File: src/rtl/keypad_emulator_pkg.sv
// Shared types and constants for the 4x4 keypad emulator.
package keypad_pkg;
  localparam int KP_ROWS  = 4;
  localparam int KP_COLS  = 4;
  localparam int KP_KEY_W = 4;

  localparam logic [7:0] KP_LFSR_SEED = 8'hA5;

  typedef enum logic [2:0] {
    IDLE,
    BOUNCE_IN,
    HOLD,
    BOUNCE_OUT,
    GAP
  } kp_emu_state_t;

  function automatic logic [1:0] kp_key_row(input logic [KP_KEY_W-1:0] key);
    return key[3:2];
  endfunction

  function automatic logic [1:0] kp_key_col(input logic [KP_KEY_W-1:0] key);
    return key[1:0];
  endfunction
endpackage

File: src/rtl/keypad_emulator_if.sv
// Press-request handshake between a requester (master) and the keypad emulator (slave).
interface keypad_emulator_if #(
  parameter int CNT_W = 16
) ();
  logic             req_valid;
  logic             req_ready;
  logic [3:0]       req_key;
  logic [CNT_W-1:0] req_hold;

  modport master (output req_valid, output req_key, output req_hold, input  req_ready);
  modport slave  (input  req_valid, input  req_key, input  req_hold, output req_ready);
endinterface

File: src/rtl/keypad_emu_lfsr.sv
// Free-running 8-bit Fibonacci LFSR (x^8+x^6+x^5+x^4+1) supplying contact-bounce noise.
module keypad_emu_lfsr
  import keypad_pkg::*;
(
  input  logic clk,
  input  logic rst_n,
  output logic lfsr_bit
);
  logic [7:0] lfsr_q;
  logic [7:0] lfsr_d;

  always_comb begin
    lfsr_d = {lfsr_q[6:0], lfsr_q[7] ^ lfsr_q[5] ^ lfsr_q[4] ^ lfsr_q[3]};
  end

  always_ff @(posedge clk or negedge rst_n) begin
    if (!rst_n) lfsr_q <= KP_LFSR_SEED;
    else        lfsr_q <= lfsr_d;
  end

  assign lfsr_bit = lfsr_q[0];
endmodule

File: src/rtl/keypad_emulator.sv
// 4x4 matrix keypad responder: holds one key for a requested time and mirrors column drive onto its row.
// Optional contact bounce around each press is enabled with `define KEYPAD_EMU_BOUNCE_EN.
module keypad_emulator
  import keypad_pkg::*;
#(
  parameter int CNT_W         = 16,
  parameter int GAP_CYCLES    = 8,
  parameter int BOUNCE_CYCLES = 16
) (
  input  logic               clk,
  input  logic               rst_n,
  keypad_emulator_if.slave   req,
  input  logic [KP_COLS-1:0] cols,
  output logic [KP_ROWS-1:0] rows,
  output logic               key_down,
  output logic               busy,
  output logic               done
);
  localparam logic [CNT_W-1:0] GAP_LD = CNT_W'(GAP_CYCLES);

  if (GAP_CYCLES < 1) begin : g_bad_gap
    $error("GAP_CYCLES must be at least 1");
  end
  if (BOUNCE_CYCLES < 1) begin : g_bad_bounce
    $error("BOUNCE_CYCLES must be at least 1");
  end

  kp_emu_state_t         state_q, state_d;
  logic [KP_KEY_W-1:0]   key_q, key_d;
  logic [CNT_W-1:0]      hold_cnt_q, hold_cnt_d;
  logic [CNT_W-1:0]      gap_cnt_q, gap_cnt_d;
  logic                  key_down_q, key_down_d;
  logic                  busy_q, busy_d;
  logic                  done_q, done_d;
  logic                  ready_q, ready_d;
  logic [KP_ROWS-1:0]    rows_q, rows_d;

`ifdef KEYPAD_EMU_BOUNCE_EN
  localparam logic [CNT_W-1:0] BNC_LD = CNT_W'(BOUNCE_CYCLES);
  logic lfsr_bit;

  keypad_emu_lfsr u_lfsr (
    .clk      (clk),
    .rst_n    (rst_n),
    .lfsr_bit (lfsr_bit)
  );
`endif

  always_comb begin
    state_d    = state_q;
    key_d      = key_q;
    hold_cnt_d = hold_cnt_q;
    gap_cnt_d  = gap_cnt_q;
    key_down_d = key_down_q;
    done_d     = 1'b0;
    ready_d    = ready_q;

    case (state_q)
      IDLE: begin
        if (req.req_valid && ready_q) begin
          key_d      = req.req_key;
          hold_cnt_d = (req.req_hold == '0) ? CNT_W'(1) : req.req_hold;
          ready_d    = 1'b0;
`ifdef KEYPAD_EMU_BOUNCE_EN
          state_d    = BOUNCE_IN;
          gap_cnt_d  = BNC_LD;
          key_down_d = lfsr_bit;
`else
          state_d    = HOLD;
          key_down_d = 1'b1;
`endif
        end
      end
`ifdef KEYPAD_EMU_BOUNCE_EN
      // Bounce windows reuse gap_cnt, which is otherwise idle while the contact moves.
      BOUNCE_IN: begin
        if (gap_cnt_q == CNT_W'(1)) begin
          state_d    = HOLD;
          gap_cnt_d  = '0;
          key_down_d = 1'b1;
        end else begin
          gap_cnt_d  = gap_cnt_q - CNT_W'(1);
          key_down_d = lfsr_bit;
        end
      end
      BOUNCE_OUT: begin
        if (gap_cnt_q == CNT_W'(1)) begin
          state_d    = GAP;
          gap_cnt_d  = GAP_LD;
          key_down_d = 1'b0;
        end else begin
          gap_cnt_d  = gap_cnt_q - CNT_W'(1);
          key_down_d = lfsr_bit;
        end
      end
`endif
      HOLD: begin
        if (hold_cnt_q == CNT_W'(1)) begin
          hold_cnt_d = '0;
`ifdef KEYPAD_EMU_BOUNCE_EN
          state_d    = BOUNCE_OUT;
          gap_cnt_d  = BNC_LD;
          key_down_d = lfsr_bit;
`else
          state_d    = GAP;
          gap_cnt_d  = GAP_LD;
          key_down_d = 1'b0;
`endif
        end else begin
          hold_cnt_d = hold_cnt_q - CNT_W'(1);
        end
      end
      GAP: begin
        if (gap_cnt_q == CNT_W'(1)) begin
          state_d   = IDLE;
          gap_cnt_d = '0;
          done_d    = 1'b1;
          ready_d   = 1'b1;
        end else begin
          gap_cnt_d = gap_cnt_q - CNT_W'(1);
        end
      end
      default: begin
        state_d    = IDLE;
        key_down_d = 1'b0;
        ready_d    = 1'b1;
      end
    endcase

    busy_d = (state_d != IDLE);

    // Row follows the current contact state and live column drive, one cycle later.
    rows_d = '0;
    for (int r = 0; r < KP_ROWS; r++) begin
      rows_d[r] = key_down_q && (2'(r) == kp_key_row(key_q)) && cols[kp_key_col(key_q)];
    end
  end

  always_ff @(posedge clk or negedge rst_n) begin
    if (!rst_n) begin
      state_q    <= IDLE;
      key_q      <= '0;
      hold_cnt_q <= '0;
      gap_cnt_q  <= '0;
      key_down_q <= 1'b0;
      busy_q     <= 1'b0;
      done_q     <= 1'b0;
      ready_q    <= 1'b1;
      rows_q     <= '0;
    end else begin
      state_q    <= state_d;
      key_q      <= key_d;
      hold_cnt_q <= hold_cnt_d;
      gap_cnt_q  <= gap_cnt_d;
      key_down_q <= key_down_d;
      busy_q     <= busy_d;
      done_q     <= done_d;
      ready_q    <= ready_d;
      rows_q     <= rows_d;
    end
  end

  assign req.req_ready = ready_q;
  assign rows          = rows_q;
  assign key_down      = key_down_q;
  assign busy          = busy_q;
  assign done          = done_q;
endmodule

File: src/flat_wrapper.sv
// flat-port wrapper written by rule: the top's interface ports become plain ports
module keypad_emulator_flat import keypad_pkg::*;
#(
  parameter int CNT_W         = 16,
  parameter int GAP_CYCLES    = 8,
  parameter int BOUNCE_CYCLES = 16
)
  (clk, rst_n, cols, rows, key_down, busy, done, req_req_valid, req_req_key, req_req_hold, req_req_ready);
  keypad_emulator_if #(.CNT_W(CNT_W)) req_i ();
  input  logic clk;
  input  logic rst_n;
  input  logic [KP_COLS-1:0] cols;
  output logic [KP_ROWS-1:0] rows;
  output logic key_down;
  output logic busy;
  output logic done;
  input wire logic [$bits(req_i.req_valid)-1:0] req_req_valid;
  input wire logic [$bits(req_i.req_key)-1:0] req_req_key;
  input wire logic [$bits(req_i.req_hold)-1:0] req_req_hold;
  output wire logic [$bits(req_i.req_ready)-1:0] req_req_ready;
  assign req_i.req_valid = req_req_valid;
  assign req_i.req_key = req_req_key;
  assign req_i.req_hold = req_req_hold;
  assign req_req_ready = req_i.req_ready;
  keypad_emulator #(.CNT_W(CNT_W), .GAP_CYCLES(GAP_CYCLES), .BOUNCE_CYCLES(BOUNCE_CYCLES)) u_core (.clk(clk), .rst_n(rst_n), .req(req_i), .cols(cols), .rows(rows), .key_down(key_down), .busy(busy), .done(done));
endmodule
File: config.mk
export PLATFORM = sky130hd
export DESIGN_NAME = keypad_emulator_flat
export DESIGN_NICKNAME = d
export VERILOG_FILES = /design/src/rtl/keypad_emulator_pkg.sv /design/src/rtl/keypad_emulator_if.sv /design/src/rtl/keypad_emu_lfsr.sv /design/src/rtl/keypad_emulator.sv /design/src/flat_wrapper.sv
export SDC_FILE = /design/constraint.sdc
export NUM_CORES = 1
export LEC_CHECK = 0
export BUFFER_PORTS_ARGS = -buffer_cell sky130_fd_sc_hd__buf_4
export CAP_MARGIN = 10
export CORE_ASPECT_RATIO = 1.2
export CORE_MARGIN = 10
export CORE_UTILIZATION = 30
export CTS_CLUSTER_SIZE = 12
export DETAILED_ROUTE_END_ITERATION = 8
export HOLD_SLACK_MARGIN = 0.05
export MAX_ROUTING_LAYER = met4
export PLACE_DENSITY = 0.57
export SYNTH_ARGS = -nofsm -noshare
export SYNTH_HDL_FRONTEND = slang
export SYNTH_SLANG_ARGS = --single-unit
File: constraint.sdc
create_clock -name clk -period 2.3 [get_ports clk]
set_input_delay 0.23 -clock clk [delete_from_list [all_inputs] [get_ports clk]]
set_output_delay 0.23 -clock clk [all_outputs]
set_load 0.02 [all_outputs]
==> results of run 1 <==
sequential cells by signal (all words and copies together), names as in the netlist:
| register | flops |
|---|---|
| u_core.req.req_ready | 1 |
| u_core.gap_cnt_q | 16 |
| u_core.key_q | 4 |
| u_core.key_down | 1 |
| u_core.done | 1 |
| u_core.state_q | 3 |
| u_core.rows | 4 |
| u_core.hold_cnt_q | 16 |
| u_core.busy | 1 |
metal layers:
metal	share of wire (%)	wire length [um]	vias up	track usage, %
met5	0	0	-	-
met4	1.5	108	0	3.98
met3	4.0	288	9	2.27
met2	48	3480	60	18.2
met1	46	3310	1197	14.1
li1	-	-	1162	-
power by group:
part / switching [uW] / internal [uW] / total (uW)
registers: 182 / 958 / 1140
logic: 362 / 327 / 689
clock network: 303 / 358 / 661
total: 847 / 1640 / 2490
layout make-up:
cell class                      instances  area [um2]
Fill cell                             909        5380
Multi-Input combinational cell        206        1420
Sequential cell                        47        1180
Timing Repair Buffer                   52         393
Tap cell                              117         146
Clock buffer                            6        82.6
Clock inverter                          2        38.8
Inverter                                6        22.5
worst register-to-register path, stage by stage, from the launching register on:
cell      delay, ps
dfrtp_1         410
inv_1           110
ha_1            150
or3b_4          410
or4_4           590
o21ai_4         230
a311oi_1        120
synth_stat cells (all sizes together), types with 2 or more instances:
cell,count
a311oi,2
or3,3
o311a,2
nand2b,4
nor4,11
o21ai,12
nand3,14
dfrtp,46
o31ai,4
a22oi,7
o221ai,2
o22ai,2
o2111ai,2
nand2,27
or4,9
buf,3
a211o,2
and3,2
o311ai,2
clkbuf,11
nor3b,5
nor2,12
or3b,2
ha,4
a21oi,8
inv,6
a211oi,6
nor4b,3
nand4,7
nand4b,6
xor2,4
nor3,13
and2,2
o211ai,6
cells by family after synthesis:
kind of cell | count (synthesis) | share of synthesized area (%)
xor+xnor | 4 | 1.31
mux | 2 | 1.21
simple gates | 126 | 29.2
buf+inv | 20 | 3.45
flops | 47 | 43.9
fa+ha+maj | 4 | 1.86
other cells | 1 | 0.140
compound gates | 69 | 19.0
what timing repair did:
| action | in CTS | in global routing |
|---|---|---|
| hold buffers | 1 | 0 |
| setup endpoints to repair | 0 | 0 |
| endpoints found under the hold margin | 46 | 0 |
stage by stage:
step	instance area (um2)	std cells	total power [uW]	util [%]	hold slack, ps
2_1_floorplan	2680	273	1590	-	-65.6
3_3_place_gp	3150	427	1830	36.4	296
3_5_place_dp	3150	427	1840	36.4	298
4_1_cts	3280	436	2510	37.9	103
5_1_grt	3280	436	2650	37.9	112
6_report	3280	436	2490	37.9	108
worst max-delay path by stage:
stage	from	to	slack, ps	cells past startpoint
floorplan	u_core.hold_cnt_q[1]	u_core.gap_cnt_q[9]	260	7
CTS	u_core.hold_cnt_q[1]	u_core.gap_cnt_q[9]	160	6
detailed placement	u_core.hold_cnt_q[1]	u_core.gap_cnt_q[9]	170	6
global placement	u_core.hold_cnt_q[1]	u_core.gap_cnt_q[9]	210	6
global route	u_core.hold_cnt_q[1]	u_core.gap_cnt_q[9]	50	6
finish	u_core.hold_cnt_q[1]	u_core.gap_cnt_q[9]	160	6
==> metrics, run 1 <==
core footprint=8660 um2; critical path capture point type=flip-flop; crit path kind=flip-flop to flip-flop; Relative slew margins=34.9%; max incr delay on CP=580 ps; post-CTS setup buffer count=0; average routed wire per standard cell=16.5 um; Antenna Nets Post-Route=0; Max Slew Vio Count=0; critical path data arrival time=2320 ps; Distinct cells, synth=69; most frequent cells in the layout=buf_4, dfrtp_1, nand2_1; gp weighted congestion=0.897; CP top delay family=simple AND/OR/NAND/NOR gates; Post-synth ARST share=100%; r2r startpoint=u_core.hold_cnt_q[1]; largest net degree at the start of global routing=48; reg-to-reg slack, setup=160 ps; Final Skew=11.8 ps; Synth area leaders=dfrtp_1, nand2_1, nand3_1, nor3_1, a22oi_1; worst setup margin=160 ps; CTS tree=done; final setup TNS=0 ps; Synth top area share=42.9%; layout cells sized above 1=24.5%; Synth Register Bits=47; Die ar.=13100 um2; drt initial violations=115; status=completed; EDFF count, synth=0; I/O pin total=35; final hold viol count=0; Final HPWL DP=5270 um; Post-CTS Resized=0; CTS buffer count=5; fin crit period=2140 ps; # nets final=349; clock slew at reported path FFs=100 ps; Synth area leader=dfrtp_1; clock sinks=47; Clock Path Buffers=2; drt drc=0; VDD IR max=442 uV; mapped cell area=2680 um2; Startpoint Class=flip-flop; DR vias=2428; DRT Pass-1 Iters=4; commonest non-fill, non-tap cell in the layout=buf_4; PortBufs=34; Clock Latency Late Sink=310 ps; cell depth of the worst flop-to-flop path=6; Pleak=0.00141 uW; die height=124 um; vias in the first global route=2405; Worst Hold Class=primary input to flip-flop; Worst Hold Path Cells=3; Tcrit/Tclk final=93.1%; final wirelength=7190 um; worst-path cell chain=inv_1 > ha_1 > or3b_4 > or4_4 > o21ai_4 > a311oi_1; Worst Path Required=2480 ps; crit-path max FO=6; max cap viols=0; Synth Flop Type=dfrtp_1; Power per Cell Area=760 nW/um2; source of the worst hold timing path=req_req_key[1]; Reg-to-Reg End=u_core.gap_cnt_q[9]; Site Rows=37; H-tree Lvls=2; area delta synth->final=22.2%; pre-CTS setup slack=166 ps; Die W=106 um; initial antenna violation count=0; Hold EP=u_core.key_q[1]; GRT Total Usage=11.4%; Syn Area/Cell=9.83 um2; net count after synthesis=304; GRT Residual Overflow=0; worst-margin pin slew=976 ps; Final setup viols=0; vias per cell=5.57; Starting Density=31.0%; RSZ-0062 raised after global routing=no; synth warn=0; Seq/Total Area, Yosys=43.9%; first-pass GRT wire length=12000 um; slowest CP cell=or4_4; maximum clock frequency=467 MHz; crit path buf inv count=1; Clk Tree Root Cell=clkbuf_8; Diodes inserted=0; synthesized instance count=273
Power figures use the tool's default switching activity.
==> inputs of run 2 (changes only) <==
Settings changed: CORE_ASPECT_RATIO 1.2 to 1.1.
==> metrics, run 2 (synthesized netlist as in run 1, its figures left out) <==
crit path kind=flip-flop to flip-flop; crit path buf inv count=1; post-CTS setup buffer count=0; critical path data arrival time=2320 ps; Final HPWL DP=5330 um; CP top delay family=simple AND/OR/NAND/NOR gates; DR vias=2404; first-pass GRT wire length=12000 um; CTS buffer count=5; initial antenna violation count=0; Clock Latency Late Sink=300 ps; Hold Worst Slack=105 ps; drt initial violations=129; average routed wire per standard cell=16.4 um; Die W=110 um; multi-input logic area=1420 um2; RSZ-0062 raised after global routing=no; GRT Total Usage=11.4%; CTS tree=done; Die ar.=13100 um2; fin crit period=2150 ps; area delta synth->final=22.5%; Largest regs=u_core.gap_cnt_q: 16 flops, u_core.hold_cnt_q: 16 flops; status=completed; flip-flop and latch area=1180 um2; DRT Pass-1 Iters=4; Max Slew Vio Count=0; Final setup viols=0; VDD IR max=403 uV; # nets final=351; PortBufs=34; Layout Utilization=37.4%; total power=2470 uW; worst-path cell chain=inv_1 > ha_1 > or3b_4 > or4_4 > o21ai_4 > a311oi_1; maximum clock frequency=466 MHz; Clk Tree Root Cell=clkbuf_8; max incr delay on CP=580 ps; final hold viol count=0; Worst Hold Class=primary input to flip-flop; clock slew at reported path FFs=90 ps; Power per Cell Area=751 nW/um2; Clock Path Buffers=2; core footprint=8780 um2; Tcrit/Tclk final=93.3%; max cap viols=0; Final Skew=8.74 ps; commonest non-fill, non-tap cell in the layout=buf_4; slowest CP cell=or4_4; vias per cell=5.53; most frequent cells in the layout=buf_4, dfrtp_1, nand2_1; final wirelength=7130 um; Pleak=0.00142 uW; gp weighted congestion=0.831; layout cells sized above 1=24.9%; Antenna Nets Post-Route=0; Relative slew margins=59.3%; clock sinks=47; critical path capture point type=flip-flop; crit-path max FO=6; Startpoint Class=flip-flop; Post-CTS Resized=0; Site Rows=36; Worst Path Required=2480 ps; drt drc=0; final setup TNS=0 ps; I/O pin total=35; die height=119 um; reg-to-reg slack, setup=150 ps; Starting Density=30.6%; Fillers=900; GRT Residual Overflow=0; Diodes inserted=0; H-tree Lvls=2; largest net degree at the start of global routing=48; vias in the first global route=2440; worst-margin pin slew=610 ps
==> run 2: cell type report <==
| cell class | instances | area share [%] |
|---|---|---|
| Tap cell | 114 | 4.34 |
| Multi-Input combinational cell | 206 | 43.2 |
| Clock buffer | 6 | 2.51 |
| Sequential cell | 47 | 35.8 |
| Clock inverter | 2 | 1.07 |
| Timing Repair Buffer | 54 | 12.4 |
| Inverter | 6 | 0.685 |
==> run 2: worst register-to-register path, cell delays in order (launching register included) <==
cell and delay, ps:
dfrtp_1 410, inv_1 110, ha_1 160, or3b_4 410
or4_4 590, o21ai_4 240, a311oi_1 110
==> run 2: path summary, 6_finish.rpt <==
path,from,to,depth (start not counted)
max in group asynchronous,rst_n,u_core.rows[0],2
worst min-delay path,req_req_key[1],u_core.key_q[1],3
worst max-delay path,u_core.hold_cnt_q[1],u_core.gap_cnt_q[9],6
worst min register to register,u_core.key_q[1],u_core.key_q[1],2
worst max register to register,u_core.hold_cnt_q[1],u_core.gap_cnt_q[9],6
min in group asynchronous,rst_n,u_core.gap_cnt_q[1],2
==> run 2: power by group <==
part           switching [uW]  total [uW]  internal, uW  leakage, uW
Clock                     285         637           352    0.0000612
Sequential                186        1140           958     0.000615
Combinational             361         687           327     0.000748
==> run 2: metrics by stage <==
| step | cells | instance area (um2) | setup slack [ps] |
|---|---|---|---|
| 3_3_place_gp | 426 | 3160 | 215 |
| 5_1_grt | 435 | 3290 | 14.0 |
| 4_1_cts | 435 | 3290 | 153 |
| 6_report | 435 | 3290 | 154 |
| 2_1_floorplan | 273 | 2680 | 262 |
| 3_5_place_dp | 426 | 3160 | 173 |
==> run 2: repair_timing <==
action,4_1_cts,5_1_grt
hold buffers,1,0
endpoints found under the hold margin,46,0
setup endpoints to repair,0,0
==> run 2: per-layer routing <==
metal | vias to the layer above | wire (um) | global-route usage (%)
met5 | - | 0 | -
met4 | 0 | 83 | 2.81
met3 | 9 | 249 | 2.16
met2 | 50 | 3580 | 18.2
met1 | 1177 | 3210 | 14.5
li1 | 1168 | - | -
